$ cat src/rtl/sec_min_stopwatch.sv
// ============================================================================
// Module  : sec_min_stopwatch
// Brief   : MM:SS BCD stopwatch with start/stop, clear, lap freeze and
//           wrap-or-saturate behaviour at 59:59.
// Revision: 1.0
// ============================================================================
`default_nettype none

module sec_min_stopwatch #(
    parameter bit SAT = 1'b0
) (
    input  logic       clk,
    input  logic       rst,
    input  logic       ce,
    input  logic       start_stop,
    input  logic       clr,
    input  logic       lap,
    output logic [3:0] sec_lo,
    output logic [3:0] sec_hi,
    output logic [3:0] min_lo,
    output logic [3:0] min_hi,
    output logic       running,
    output logic       lap_active,
    output logic       ovf
);

    localparam logic [1:0] IDLE = 2'd0;
    localparam logic [1:0] RUN  = 2'd1;
    localparam logic [1:0] STOP = 2'd2;

    // Digits packed as {min_hi, min_lo, sec_hi, sec_lo}
    logic [1:0]  state, state_nxt;
    logic [15:0] cnt, cnt_nxt, cnt_inc;
    logic [15:0] lap_cnt, lap_cnt_nxt;
    logic        lap_active_nxt;
    logic        ovf_nxt;
    logic        sat_hold, sat_hold_nxt;
    logic        tick;
    logic        at_max;

    assign tick   = (state == RUN) && ce;
    assign at_max = (cnt == 16'h5959);

    // BCD ripple increment; 59:59 naturally rolls to 00:00
    always_comb begin
        cnt_inc = cnt;
        if (cnt[3:0] != 4'd9) begin
            cnt_inc[3:0] = cnt[3:0] + 4'd1;
        end else begin
            cnt_inc[3:0] = 4'd0;
            if (cnt[7:4] != 4'd5) begin
                cnt_inc[7:4] = cnt[7:4] + 4'd1;
            end else begin
                cnt_inc[7:4] = 4'd0;
                if (cnt[11:8] != 4'd9) begin
                    cnt_inc[11:8] = cnt[11:8] + 4'd1;
                end else begin
                    cnt_inc[11:8] = 4'd0;
                    if (cnt[15:12] != 4'd5) begin
                        cnt_inc[15:12] = cnt[15:12] + 4'd1;
                    end else begin
                        cnt_inc[15:12] = 4'd0;
                    end
                end
            end
        end
    end

    always_comb begin
        state_nxt      = state;
        cnt_nxt        = cnt;
        lap_cnt_nxt    = lap_cnt;
        lap_active_nxt = lap_active;
        ovf_nxt        = 1'b0;
        sat_hold_nxt   = sat_hold;
        case (state)
            IDLE: begin
                cnt_nxt = 16'h0000;
                if (start_stop) state_nxt = RUN;
                if (lap)        lap_active_nxt = 1'b0;
            end
            RUN: begin
                if (tick) begin
                    if (!at_max) begin
                        cnt_nxt = cnt_inc;
                    end else if (!SAT) begin
                        cnt_nxt = cnt_inc;
                        ovf_nxt = 1'b1;
                    end else if (!sat_hold) begin
                        // Saturate once: flag, stop, and hold 59:59 until cleared
                        ovf_nxt      = 1'b1;
                        sat_hold_nxt = 1'b1;
                        state_nxt    = STOP;
                    end
                end
                if (start_stop) state_nxt = STOP;
                if (lap) begin
                    if (lap_active) begin
                        lap_active_nxt = 1'b0;
                    end else begin
                        lap_cnt_nxt    = cnt_nxt;
                        lap_active_nxt = 1'b1;
                    end
                end
            end
            STOP: begin
                if (lap) lap_active_nxt = 1'b0;
                if (clr) begin
                    state_nxt      = IDLE;
                    cnt_nxt        = 16'h0000;
                    lap_active_nxt = 1'b0;
                    sat_hold_nxt   = 1'b0;
                end else if (start_stop) begin
                    state_nxt = RUN;
                end
            end
            default: state_nxt = IDLE;
        endcase
    end

    always_ff @(posedge clk or posedge rst) begin
        if (rst) begin
            state      <= IDLE;
            cnt        <= 16'h0000;
            lap_cnt    <= 16'h0000;
            lap_active <= 1'b0;
            ovf        <= 1'b0;
            sat_hold   <= 1'b0;
        end else begin
            state      <= state_nxt;
            cnt        <= cnt_nxt;
            lap_cnt    <= lap_cnt_nxt;
            lap_active <= lap_active_nxt;
            ovf        <= ovf_nxt;
            sat_hold   <= sat_hold_nxt;
        end
    end

    assign {min_hi, min_lo, sec_hi, sec_lo} = lap_active ? lap_cnt : cnt;
    assign running = (state == RUN);

endmodule

`default_nettype wire

$ cat config.mk
export PLATFORM = sky130hd
export DESIGN_NAME = sec_min_stopwatch
export DESIGN_NICKNAME = d
export VERILOG_FILES = /design/src/rtl/sec_min_stopwatch.sv
export SDC_FILE = /design/constraint.sdc
export NUM_CORES = 1
export LEC_CHECK = 0
export ABC_AREA = 1
export BUFFER_PORTS_ARGS = -buffer_cell sky130_fd_sc_hd__clkbuf_2
export CORE_ASPECT_RATIO = 0.75
export CORE_UTILIZATION = 35
export DETAILED_ROUTE_END_ITERATION = 8
export SYNTH_ARGS = -nofsm -noshare
export SYNTH_HDL_FRONTEND = slang
export SYNTH_SLANG_ARGS = --single-unit
export TNS_END_PERCENT = 10
$ cat constraint.sdc
create_clock -name clk -period 1.9 [get_ports clk]
set_clock_uncertainty 0.15 [all_clocks]
set_input_delay 0.285 -clock clk [delete_from_list [all_inputs] [get_ports clk]]
set_output_delay 0.285 -clock clk [all_outputs]
set_load 0.05 [all_outputs]
* Yosys cells after proc, flatten, opt, wreduce, memory -nomap -nowiden
Cells that the tools add are included.
Word-level totals: memories 0, bits in registers 36, memory bits (writable) 0, bits in read-only memories 0, bits in latches 0
Cells by class: $add $sub $neg 4, shift operators 0, eq/ne operators 10, multiplexer cells 23, bitwise logic cells 1, reductions and logical operators 6, divide/modulo/power cells 0, $lt $le $gt $ge 0, $mul 0
Operator list (number):
- $mux W16 | 3
- $pmux W16 S3 | 1
- $mux W4 | 5
- $add A4 B1 Y4 const B | 4
- $eq A16 B15 Y1 const B | 1
- $mux W12 | 1
- $mux W8 | 1
- $ne A4 B3 Y1 const B | 2
- $ne A4 B4 Y1 const B | 2
- $mux W1 | 7
- $mux W2 | 3
- $ne A2 B2 Y1 const B | 3
- $pmux W2 S3 | 1
- $reduce_and A2 Y1 | 2
- $pmux W1 S3 | 1
- $reduce_and A3 Y1 | 1
- $reduce_bool A3 Y1 | 1
- $eq A2 B1 Y1 const B | 1
- $eq A2 B2 Y1 const B | 1
- $logic_not A2 Y1 | 1
- $logic_and A1 B1 Y1 | 1
- $not A1 Y1 | 1

* Depth between registers and ports, before layout
word-level depth 7, mapped depth 11

* Least setup slack after synthesis
Ideal clock, no wire load.
path kind reg2out, start point register lap_active, end point output min_hi[0], slack -495 ps, cell stages (with the launch flop) 3, buffers on the path 1, arrival time 1960 ps, path through dfrtp_1 -> clkbuf_1 -> o21ai_0
Between the ends: word-level cells in the longest chain between the ends 1
Ends and longest elaborated chain:
- start, declared | RTL line 23 | output logic lap_active,
- start signal, assigned | RTL line 133 | lap_active <= lap_active_nxt;
- $mux W16 | RTL line 139 | assign {min_hi, min_lo, sec_hi, sec_lo} = lap_active ? lap_cnt : cnt;
- end, declared | RTL line 21 | output logic [3:0] min_hi,
No other way between the ends.

* Worst setup path in the final report
start point register lap_active, end point output min_lo[1]
Between the ends: word-level cells in the longest chain between the ends 1
Ends and longest elaborated chain:
- $mux W16 | RTL line 139
- end, declared | RTL line 20 | output logic [3:0] min_lo,
No other way between the ends.

==> flow_summary.yaml <==
critical_path:
  critPathBufInv: 3
  setup.worst_path.start_class: "flip-flop"
  worst-setup-path-type: "flip-flop to output pin"
  path_cells: "buf_4 > inv_1 > nand2_1 > nand2_1 > buf_2"
  crit_fanout: 19
  worst_ep_required_time_ps: 1460
  slowest_delay_ps: 370
  cp.arrival_ps: 1350
  end_kind: "output pin"
  cpMaxStageDelayCell: "dfrtp_1"
  critPathTopFamily: "buffers and inverters"
  cp_common_cell: "nand2_1"
routing:
  drt-initial-drc-count: 106
  routedWlPerCell_um: 12.14
  num_vias: 1853
  wl_mm: 4.818
  viasPerCell: 4.668
  drc: 0
  drt-pass1-iter-count: 4
  final_antenna_net_count: 0
die:
  die_w_um: 92.26
  dieHeight_um: 69.69
  rows: 24
  dieArea_mm2: 0.006429
  initial_utilization: 0.3652
  core-area_mm2: 0.005856
  ios: 25
sta:
  fin_ws_ps: 115.0
  finalSetupViolCount: 0
  drv_slew: 0
  maxSlewHeadroom: 0.6869
  fin_crit_sh: 0.9395
  final.min_clock_period_ps: 1785
  hold-worst-slack_ps: 134.7
  hold_viol: 0
  fmax_ghz: 0.5602
  tightest_slew_ps: 469.7
clock_tree:
  cts_inserted_buffers: 5
  cts_tree: "yes"
  cts_root_buf: "clkbuf_8"
  insertion_delay_ps: 290
  cts.sinks: 36
  post-cts-setup-buffers: 0
  clockBufferDepth: 2
  htreeDepth: 2
  clkTransAtPathRegs_ps: 70
global_routing:
  grt_start_max_net_pins: 37
  grt_pass1_wl_mm: 8.404
  track_usage: 0.1667
  first_global_vias: 1731
  overflow: 0
  antenna_found_initial: 0
finish:
  fin_nets: 331
  drive_above_1_share: 0.2132
  fillCellCount: 615
  n_antenna_cell: 0
  final_common_cell: "nand2_1"
  area_growth_pct: 19.25
  layout_common_cells: "nand2_1, dfrtp_1, inv_1"
run:
  max_cap_violations: 0
power:
  irDropWorstVdd_uv: 683.0
  p_leak_nw: 1.383
  p_per_area_mw_per_mm2: 982.0
logic_synthesis:
  synth_area_mm2: 0.002138
  syn_inst: 286
  ys_seq_area_frac: 0.4213
  ys_warn_count: 0
  syn-num-nets: 299
  ys_types: 28
  synth-seq-cells: 36
  syn-mean-instance-area_um2: 7.477
place:
  place_congestion: 0.8097
  portBuffers: 24
  post-dp-hpwl_mm: 3.486
  post-place-ws_ps: 91.64
outcome:
  outcome: "finished clean"
worst_hold_path:
  hp-class: "input port to flip-flop"
## timing repair
item / in CTS / in global routing
hold buffers: 1 / 0
resized for setup: 0 / 5
endpoints found under the setup margin: 0 / 19
hold endpoints to repair: 36 / 0
## worst min-delay path: cells and delay by family
family | cells | cell delay [ps]
buffers and inverters | 1 | 100
and+or+nand+nor | 2 | 100
AOI/OAI and AO/OA | 1 | 60
## state kept, by name (all words and copies together), names as in the netlist
name,count
lap_active,1
state,2
ovf,1
lap_cnt,16
cnt,16
## logic make-up (layout without fill, tap and decap cells)
logic type	after synthesis	count (layout)	share of synthesized area
flops	36	36	0.4213
compound gates	41	41	0.1030
buf+inv	40	73	0.07373
xor+xnor	1	1	0.004097
simple gates	161	161	0.3569
fa+ha+maj	7	7	0.04096
## layout make-up
type | count | area [um^2] | area share
tap | 78 | 97.59 | 0.03827
clock inverter | 2 | 35.03 | 0.01374
timing repair buffer | 33 | 220.2 | 0.08636
multi-input combinational | 210 | 1100 | 0.4313
clock buffer | 6 | 72.57 | 0.02846
inverter | 32 | 123.9 | 0.04858
sequential | 36 | 900.9 | 0.3533
## final timing paths
path,startpoint,end,slack [ps],depth (start not counted)
min in group asynchronous,rst,lap_cnt[14],470,4
worst max-delay path,lap_active,min_lo[1],110,5
worst min-delay path,lap,lap_active,130,4
worst max register to register,cnt[1],lap_cnt[9],180,11
max in group asynchronous,rst,cnt[9],790,4
worst min register to register,lap_cnt[12],lap_cnt[12],330,2
## metrics by stage
stage                     instances  power (W)  utilization  instance area [um^2]  TNS, ps
after floorplan                 286   0.001517            -                  2141    -1836
final                           397   0.002504       0.4355                  2550        0
after global placement          388   0.001804       0.4124                  2415        0
after CTS                       397   0.002489       0.4325                  2532        0
after detailed placement        388   0.001809       0.4124                  2415        0
after global routing            397   0.002660       0.4355                  2550   -13.58
## per-layer routing
layer	vias to the layer above	routed length [um]	GRT usage
li1	976	-	-
met1	837	2615	0.2486
met2	35	1956	0.2363
met3	5	183	0.04167
met4	0	62	0.04688
met5	-	0	0
## synthesized netlist by cell type, drive strengths merged
library cell  instances  share of area
nand3                23          0.059
nor2                 15          0.054
xor2                  1         0.0041
o21ai                33          0.079
buf                   3         0.0070
ha                    7          0.041
a22oi                 1         0.0035
nand3b                1         0.0035
o31ai                 1         0.0035
nor3                  1         0.0023
clkinv                1         0.0023
o22ai                 5          0.015
inv                  31          0.056
dfrtp                36           0.42
nand4                 5          0.015
nand2               116           0.22
clkbuf                5         0.0088
a21oi                 1         0.0023
## power breakdown
| group | switching, W | internal [W] | leakage, nW | total [W] |
|---|---|---|---|---|
| logic | 0.000691 | 0.000268 | 0.829 | 0.000959 |
| registers | 0.0000532 | 0.000818 | 0.499 | 0.000871 |
| clock network | 0.000284 | 0.000390 | 0.0552 | 0.000673 |
| total | 0.00103 | 0.00148 | 1.38 | 0.00250 |
No activity file was read; power rests on OpenSTA's default activity.
